### src/rtl/cpu_pkg.sv
// cpu_pkg: constants and types shared by the fetch unit and its sub-blocks.
//   - PC-source select encodings driven by the control unit
//   - phase numbers of the 8-cycle instruction window
//   - opcode field geometry
//   - run/halt state type of the fetch unit
package cpu_pkg;

    // PC-source select encodings (values 5..7 are illegal)
    localparam logic [2:0] PCSEL_JABS = 3'd0;
    localparam logic [2:0] PCSEL_BR   = 3'd1;
    localparam logic [2:0] PCSEL_JREG = 3'd2;
    localparam logic [2:0] PCSEL_INC  = 3'd3;
    localparam logic [2:0] PCSEL_HALT = 3'd4;

    // Window phases with a dedicated action on the edge that ends them
    localparam int         PHASE_W    = 3;
    localparam logic [2:0] PH_NEXTPC  = 3'd4;
    localparam logic [2:0] PH_FETCH   = 3'd5;
    localparam logic [2:0] PH_LOAD    = 3'd6;
    localparam logic [2:0] PH_DECODE  = 3'd7;

    // Opcode occupies the top OPC_W bits of the instruction word
    localparam int         OPC_W      = 6;

    typedef enum logic {
        RUN_ST  = 1'b0,
        HALT_ST = 1'b1
    } run_state_e;

endpackage

### src/rtl/pc_fetch_unit_if.sv
// pc_fetch_unit_if: bundles the instruction-memory, control-unit and datapath
// signals of the fetch unit.
//   slave  modport: the fetch unit (drives im_addr, instr, opcode, pc, phase,
//                   decode_en, halted, illegal_sel)
//   master modport: surrounding system (drives im_rdata, pc_sel, br_lt, equ,
//                   les, reg_target)
// Timing contract (no valid/ready handshake): the unit is phase-scheduled.
// im_rdata must be valid for the im_addr presented one cycle earlier;
// pc_sel/br_lt/equ/les/reg_target are only sampled on the clock edge ending
// phase 4 and are don't-care at every other edge.
interface pc_fetch_unit_if
    import cpu_pkg::*;
#(
    parameter int ADDR_W  = 16,
    parameter int INSTR_W = 32
);
    logic [ADDR_W-1:0]  im_addr;
    logic [INSTR_W-1:0] im_rdata;
    logic [2:0]         pc_sel;
    logic               br_lt;
    logic               equ;
    logic               les;
    logic [ADDR_W-1:0]  reg_target;
    logic [INSTR_W-1:0] instr;
    logic [OPC_W-1:0]   opcode;
    logic [ADDR_W-1:0]  pc;
    logic [PHASE_W-1:0] phase;
    logic               decode_en;
    logic               halted;
    logic               illegal_sel;

    modport slave (
        output im_addr, instr, opcode, pc, phase, decode_en, halted, illegal_sel,
        input  im_rdata, pc_sel, br_lt, equ, les, reg_target
    );

    modport master (
        input  im_addr, instr, opcode, pc, phase, decode_en, halted, illegal_sel,
        output im_rdata, pc_sel, br_lt, equ, les, reg_target
    );
endinterface

### src/rtl/pc_next_calc.sv
// pc_next_calc: combinational next-PC selection and branch decision.
//   pc          current PC
//   jabs_target absolute jump target (low ADDR_W bits of the instruction)
//   br_off      signed branch offset field of the instruction
//   pc_sel      PC-source select from the control unit
//   br_lt/equ/les  branch kind and ALU flags
//   reg_target  register-file value for jump register
//   pc_next     selected next PC (all arithmetic wraps modulo 2^ADDR_W)
//   halt_req    pc_sel requests halt
//   illegal_req pc_sel is an unused encoding
module pc_next_calc
    import cpu_pkg::*;
#(
    parameter int ADDR_W = 16,
    parameter int OFF_W  = 16
) (
    input  logic [ADDR_W-1:0] pc,
    input  logic [ADDR_W-1:0] jabs_target,
    input  logic [OFF_W-1:0]  br_off,
    input  logic [2:0]        pc_sel,
    input  logic              br_lt,
    input  logic              equ,
    input  logic              les,
    input  logic [ADDR_W-1:0] reg_target,
    output logic [ADDR_W-1:0] pc_next,
    output logic              halt_req,
    output logic              illegal_req
);
    logic [ADDR_W-1:0] pc_inc;
    logic [ADDR_W-1:0] off_ext;
    logic              taken;

    always_comb begin
        pc_inc      = pc + ADDR_W'(1);
        // Sign-extend (or truncate) the offset field to the PC width
        off_ext     = ADDR_W'($signed(br_off));
        taken       = br_lt ? les : equ;
        pc_next     = pc_inc;
        halt_req    = 1'b0;
        illegal_req = 1'b0;
        case (pc_sel)
            PCSEL_JABS: pc_next = jabs_target;
            PCSEL_BR:   pc_next = taken ? (pc_inc + off_ext) : pc_inc;
            PCSEL_JREG: pc_next = reg_target;
            PCSEL_INC:  pc_next = pc_inc;
            PCSEL_HALT: begin
                pc_next  = pc;
                halt_req = 1'b1;
            end
            // Unused encodings still advance sequentially so the program
            // keeps running while the sticky flag records the fault
            default:    illegal_req = 1'b1;
        endcase
    end
endmodule

### src/rtl/pc_fetch_unit.sv
// pc_fetch_unit: owns the PC and fetches one instruction per 8-cycle window.
//   clk, rst  system clock, synchronous active-high reset
//   bus       pc_fetch_unit_if.slave (memory address/data, control-unit
//             select and flags, instruction/opcode/pc/phase/status outputs)
// Window schedule (action on the edge ending the phase):
//   phase 4: next PC computed from pc_sel/flags
//   phase 5: im_addr <= pc
//   phase 6: instr <= im_rdata
//   phase 7: decode_en high; control unit decodes on this edge
// Reset lands at phase 5 so the first fetch from RESET_PC follows naturally.
// The interface instance must use the same ADDR_W/INSTR_W as this module.
module pc_fetch_unit
    import cpu_pkg::*;
#(
    parameter int               ADDR_W   = 16,
    parameter int               INSTR_W  = 32,
    parameter int               OFF_W    = 16,
    parameter logic [ADDR_W-1:0] RESET_PC = '0
) (
    input  logic           clk,
    input  logic           rst,
    pc_fetch_unit_if.slave bus
);
    logic [ADDR_W-1:0]  pc_q, pc_d;
    logic [ADDR_W-1:0]  im_addr_q, im_addr_d;
    logic [INSTR_W-1:0] instr_q, instr_d;
    logic [PHASE_W-1:0] phase_q, phase_d;
    run_state_e         state_q, state_d;
    logic               illegal_q, illegal_d;

    logic [ADDR_W-1:0]  pc_next;
    logic               halt_req;
    logic               illegal_req;

    pc_next_calc #(
        .ADDR_W (ADDR_W),
        .OFF_W  (OFF_W)
    ) u_next (
        .pc          (pc_q),
        .jabs_target (instr_q[ADDR_W-1:0]),
        .br_off      (instr_q[OFF_W-1:0]),
        .pc_sel      (bus.pc_sel),
        .br_lt       (bus.br_lt),
        .equ         (bus.equ),
        .les         (bus.les),
        .reg_target  (bus.reg_target),
        .pc_next     (pc_next),
        .halt_req    (halt_req),
        .illegal_req (illegal_req)
    );

    always_ff @(posedge clk) begin
        if (rst) begin
            pc_q      <= RESET_PC;
            im_addr_q <= RESET_PC;
            instr_q   <= '0;
            phase_q   <= PH_FETCH;
            state_q   <= RUN_ST;
            illegal_q <= 1'b0;
        end else begin
            pc_q      <= pc_d;
            im_addr_q <= im_addr_d;
            instr_q   <= instr_d;
            phase_q   <= phase_d;
            state_q   <= state_d;
            illegal_q <= illegal_d;
        end
    end

    always_comb begin
        pc_d      = pc_q;
        im_addr_d = im_addr_q;
        instr_d   = instr_q;
        phase_d   = phase_q;
        state_d   = state_q;
        illegal_d = illegal_q;
        // Halted freezes everything; only rst leaves HALT_ST
        if (state_q == RUN_ST) begin
            phase_d = phase_q + PHASE_W'(1);
            case (phase_q)
                PH_NEXTPC: begin
                    pc_d = pc_next;
                    if (halt_req)    state_d   = HALT_ST;
                    if (illegal_req) illegal_d = 1'b1;
                end
                PH_FETCH: im_addr_d = pc_q;
                PH_LOAD:  instr_d   = bus.im_rdata;
                default: ;
            endcase
        end
    end

    assign bus.im_addr     = im_addr_q;
    assign bus.instr       = instr_q;
    assign bus.opcode      = instr_q[INSTR_W-1 -: OPC_W];
    assign bus.pc          = pc_q;
    assign bus.phase       = phase_q;
    assign bus.decode_en   = (state_q == RUN_ST) && (phase_q == PH_DECODE);
    assign bus.halted      = (state_q == HALT_ST);
    assign bus.illegal_sel = illegal_q;
endmodule

### src/flat_wrapper.sv
// flat-port wrapper written by rule: the top's interface ports become plain ports
module pc_fetch_unit_flat import cpu_pkg::*;
#(
    parameter int               ADDR_W   = 16,
    parameter int               INSTR_W  = 32,
    parameter int               OFF_W    = 16,
    parameter logic [ADDR_W-1:0] RESET_PC = '0
)
  (clk, rst, bus_im_addr, bus_instr, bus_opcode, bus_pc, bus_phase, bus_decode_en, bus_halted, bus_illegal_sel, bus_im_rdata, bus_pc_sel, bus_br_lt, bus_equ, bus_les, bus_reg_target);
  pc_fetch_unit_if #(.ADDR_W(ADDR_W), .INSTR_W(INSTR_W)) bus_i ();
  input  logic clk;
  input  logic rst;
  output wire logic [$bits(bus_i.im_addr)-1:0] bus_im_addr;
  output wire logic [$bits(bus_i.instr)-1:0] bus_instr;
  output wire logic [$bits(bus_i.opcode)-1:0] bus_opcode;
  output wire logic [$bits(bus_i.pc)-1:0] bus_pc;
  output wire logic [$bits(bus_i.phase)-1:0] bus_phase;
  output wire logic [$bits(bus_i.decode_en)-1:0] bus_decode_en;
  output wire logic [$bits(bus_i.halted)-1:0] bus_halted;
  output wire logic [$bits(bus_i.illegal_sel)-1:0] bus_illegal_sel;
  input wire logic [$bits(bus_i.im_rdata)-1:0] bus_im_rdata;
  input wire logic [$bits(bus_i.pc_sel)-1:0] bus_pc_sel;
  input wire logic [$bits(bus_i.br_lt)-1:0] bus_br_lt;
  input wire logic [$bits(bus_i.equ)-1:0] bus_equ;
  input wire logic [$bits(bus_i.les)-1:0] bus_les;
  input wire logic [$bits(bus_i.reg_target)-1:0] bus_reg_target;
  assign bus_im_addr = bus_i.im_addr;
  assign bus_instr = bus_i.instr;
  assign bus_opcode = bus_i.opcode;
  assign bus_pc = bus_i.pc;
  assign bus_phase = bus_i.phase;
  assign bus_decode_en = bus_i.decode_en;
  assign bus_halted = bus_i.halted;
  assign bus_illegal_sel = bus_i.illegal_sel;
  assign bus_i.im_rdata = bus_im_rdata;
  assign bus_i.pc_sel = bus_pc_sel;
  assign bus_i.br_lt = bus_br_lt;
  assign bus_i.equ = bus_equ;
  assign bus_i.les = bus_les;
  assign bus_i.reg_target = bus_reg_target;
  pc_fetch_unit #(.ADDR_W(ADDR_W), .INSTR_W(INSTR_W), .OFF_W(OFF_W), .RESET_PC(RESET_PC)) u_core (.clk(clk), .rst(rst), .bus(bus_i));
endmodule
### config.mk
export PLATFORM = sky130hd
export DESIGN_NAME = pc_fetch_unit_flat
export DESIGN_NICKNAME = d
export VERILOG_FILES = /design/src/rtl/cpu_pkg.sv /design/src/rtl/pc_fetch_unit_if.sv /design/src/rtl/pc_next_calc.sv /design/src/rtl/pc_fetch_unit.sv /design/src/flat_wrapper.sv
export SDC_FILE = /design/constraint.sdc
export NUM_CORES = 1
export LEC_CHECK = 0
export CORE_UTILIZATION = 45
export CTS_CLUSTER_DIAMETER = 100
export DETAILED_ROUTE_END_ITERATION = 8
export PLACE_DENSITY = 0.87
export RECOVER_POWER = 25
export SKIP_CTS_REPAIR_TIMING = 1
export SLEW_MARGIN = 20
export SYNTH_ARGS = -nofsm -noshare
export SYNTH_HDL_FRONTEND = slang
export SYNTH_HIERARCHICAL = 1
export SYNTH_SLANG_ARGS = --single-unit
### constraint.sdc
create_clock -name clk -period 3.2 [get_ports clk]
set_input_delay 0.48 -clock clk [delete_from_list [all_inputs] [get_ports clk]]
set_output_delay 0.48 -clock clk [all_outputs]
set_load 0.01 [all_outputs]
==> impl_metrics.sql <==
INSERT INTO impl_metrics (metric_group, metric, value, unit) VALUES
('logic_synthesis', 'yosys.area_share.adder', '0.0710', ''),
('logic_synthesis', 'synth_compound_gate_area_share', '0.137', ''),
('timing', 'minimum_clock_period', '3.25', 'ns'),
('cts', 'clk_pin_slew', '0.08', 'ns'),
('global_routing', 'global_route_wire_length_before_repair', '21.2', 'mm'),
('cells_and_area', 'final_cells', '825', ''),
('job', 'max_cap_viols', '0', ''),
('logic_synthesis', 'yosys_synthesis_warning_count', '6', ''),
('logic_synthesis', 'post_synth_and_or_nand_nor_area_fraction', '0.246', ''),
('logic_synthesis', 'top_area_cells_in_the_synthesized_netlist', 'dfxtp_1, mux2i_1, nand2b_1', ''),
('placed_design', 'post-place-cells', '804', ''),
('power_and_ir_drop', 'p_switching', '0.000692', 'W'),
('cts', 'clock_tree_buffer_depth', '2', ''),
('timing', 'final_hold_viol_count', '0', ''),
('logic_synthesis', 'postSynthCellCount', '554', ''),
('status', 'run_status', 'finished, violations left', ''),
('die', 'core', '0.0104', 'mm2'),
('logic_synthesis', 'avgSynthCellArea', '8.78', 'um2'),
('power_and_ir_drop', 'switching_share', '0.295', ''),
('timing', 'setup_repair_after_global_routing_missed_its_margin', 'true', ''),
('setup_path', 'critical_path.max_fanout', '6', ''),
('cells_and_area', 'synthToLayoutAreaGrowth', '36.6', '%'),
('cells_and_area', 'finished_core_util', '0.638', ''),
('route', 'initialDrtViolationCount', '314', ''),
('logic_synthesis', 'count_of_flip_flops_with_a_built_in_enable_after_synthesis', '0', ''),
('route', 'antenna_left', '0', ''),
('power_and_ir_drop', 'static-leakage-power', '2.52', 'nW'),
('logic_synthesis', 'most_used_flip_flop_cell_after_synthesis', 'dfxtp_1', ''),
('die', 'boundaryPins', '132', ''),
('logic_synthesis', 'synth.largest_area_cell', 'dfxtp_1', ''),
('setup_path', 'critPathRequiredTime', '3.47', 'ns'),
('cts', 'tritoncts', 'yes', ''),
('route', 'avgRoutedWirePerCell', '16.4', 'um'),
('logic_synthesis', 'combinational_family_with_the_most_area_after_synthesis', 'simple AND/OR/NAND/NOR gates', ''),
('die', 'floorplan.die.height', '106', 'um'),
('logic_synthesis', 'synth_async_sr_flop_share', '0', ''),
('route', 'vias_per_cell', '5.50', ''),
('timing', 'timing_max_transition_violations_final', '0', ''),
('logic_synthesis', 'synth_top_area_frac', '0.284', ''),
('cts', 'worst_skew_late_latency', '0.34', 'ns'),
('setup_path', 'worst_path_class_setup', 'reg2reg', ''),
('timing', 'post-route-worst-setup-slack', '-0.0515', 'ns'),
('power_and_ir_drop', 'power.share.sequential', '0.408', ''),
('route', 'drc', '0', ''),
('timing', 'worstMarginPinSlew', '1.04', 'ns'),
('min_path', 'timing.hold.worst.class', 'reg2reg', ''),
('global_routing', 'grt-ovfl-total', '0', ''),
('placed_design', 'placement.setup.worst_slack', '-0.0374', 'ns'),
('placed_design', 'post_dp_area', '0.00627', 'mm2'),
('logic_synthesis', 'synth_nets', '637', ''),
('setup_path', 'timing.critical_path.arrival', '3.53', 'ns'),
('placed_design', 'port-buffer-count', '131', ''),
('cells_and_area', 'num-nets-final', '767', ''),
('cts', 'numClockSinks', '69', ''),
('power_and_ir_drop', 'power_frac_comb', '0.272', ''),
('timing', 'setup_viol_count_final', '1', ''),
('cells_and_area', 'layout_common_cells', 'clkdlybuf4s50_1, nand2b_1, mux2i_1, dfxtp_1, a21oi_1', ''),
('logic_synthesis', 'synth_seq_area_share', '0.284', ''),
('logic_synthesis', 'yosysUniqueCellTypes', '53', ''),
('power_and_ir_drop', 'design_power_total', '0.00234', 'W'),
('logic_synthesis', 'synth-xor-area-share', '0.0522', ''),
('die', 'core.rowCount', '37', ''),
('power_and_ir_drop', 'power_density', '353', 'mW/mm2'),
('global_routing', 'first_global_vias', '4406', ''),
('power_and_ir_drop', 'clock_power_share', '0.320', ''),
('power_and_ir_drop', 'internal_power', '0.00165', 'W'),
('cts', 'cts-buffers-inserted', '9', ''),
('logic_synthesis', 'postSynthRegisterBits', '69', ''),
('route', 'drt_first_pass_iters', '5', ''),
('setup_path', 'end_kind', 'register', ''),
('status', 'violated_checks', 'negative setup slack', '');
power by group through the flow:
stage                     logic [W]  registers [W]  clock network (W)
after detailed placement   0.000613       0.000971                  0
after global placement     0.000594       0.000968                  0
after global routing       0.000685       0.000963           0.000812
final                      0.000637       0.000956           0.000750
after CTS                  0.000616       0.000952           0.000774
after floorplan            0.000363       0.000985                  0
cell families after synthesis:
group | after synthesis
DFF | 69
xor gates and xnor gates | 29
AOI/OAI and AO/OA | 97
adders and majority gates | 27
muxes | 75
buffers and inverters | 45
and+or+nand+nor | 212
worst max-delay path: stages, from the launching register on:
cell       delay, ns
dfxtp_2         0.33
and4_4          0.26
buf_4           0.15
nand4_1         0.12
xnor2_1         0.27
ha_1            0.36
a2111oi_1       0.46
o21ai_1         0.25
nand3_1         0.17
o21ai_1         0.10
xnor2_1         0.13
a221oi_1        0.35
nand2b_1        0.10
mux2i_1         0.13
metrics by stage:
stage | setup TNS, ns | hold slack, ns
2_1_floorplan | 0 | 0.470
3_3_place_gp | 0 | 0.439
3_5_place_dp | -0.0374 | 0.439
4_1_cts | -0.0916 | 0.452
5_1_grt | -0.593 | 0.473
6_report | -0.0515 | 0.454
layout make-up:
type	instances	area (um2)
Fill cell	844	3770
Inverter	8	30.0
Tap cell	136	170
Clock inverter	5	58.8
Timing Repair Buffer	156	1490
Clock buffer	11	151
Multi-Input combinational cell	440	3350
Sequential cell	69	1390
path summary, 6_finish.rpt:
check                    startpoint                     end  slack [ns]
max                u_core/bus.pc[2]       u_core/bus.pc[14]       -0.05
min          u_core/bus.illegal_sel  u_core/bus.illegal_sel        0.45
max reg2reg        u_core/bus.pc[2]       u_core/bus.pc[14]       -0.05
min reg2reg  u_core/bus.illegal_sel  u_core/bus.illegal_sel        0.45
metal layers:
layer,GRT usage,up-vias,share of wire
met5,0,-,0
met4,0.0903,0,0.023
met3,0.0490,35,0.072
met2,0.402,232,0.48
met1,0.288,2100,0.42
li1,-,2173,-
state kept, by name, indices dropped and copies added, names as in the netlist:
name / count
u_core/bus.halted: 1
u_core/bus.instr: 32
u_core/bus.pc: 16
u_core/bus.illegal_sel: 1
u_core/bus.im_addr: 16
u_core/bus.phase: 3
cells in the mapped netlist, types with 8 or more instances:
| library cell | count |
|---|---|
| nand2b_1 | 115 |
| dfxtp_1 | 69 |
| ha_1 | 26 |
| mux2i_1 | 74 |
| xnor2_1 | 18 |
| buf_4 | 8 |
| nor2_1 | 33 |
| o21ai_1 | 8 |
| clkbuf_1 | 19 |
| nand3_1 | 12 |
| xor2_1 | 11 |
| nor2b_1 | 8 |
| nand2_1 | 22 |
| a21oi_1 | 33 |
Note: power is estimated with default switching activity, not from simulation.
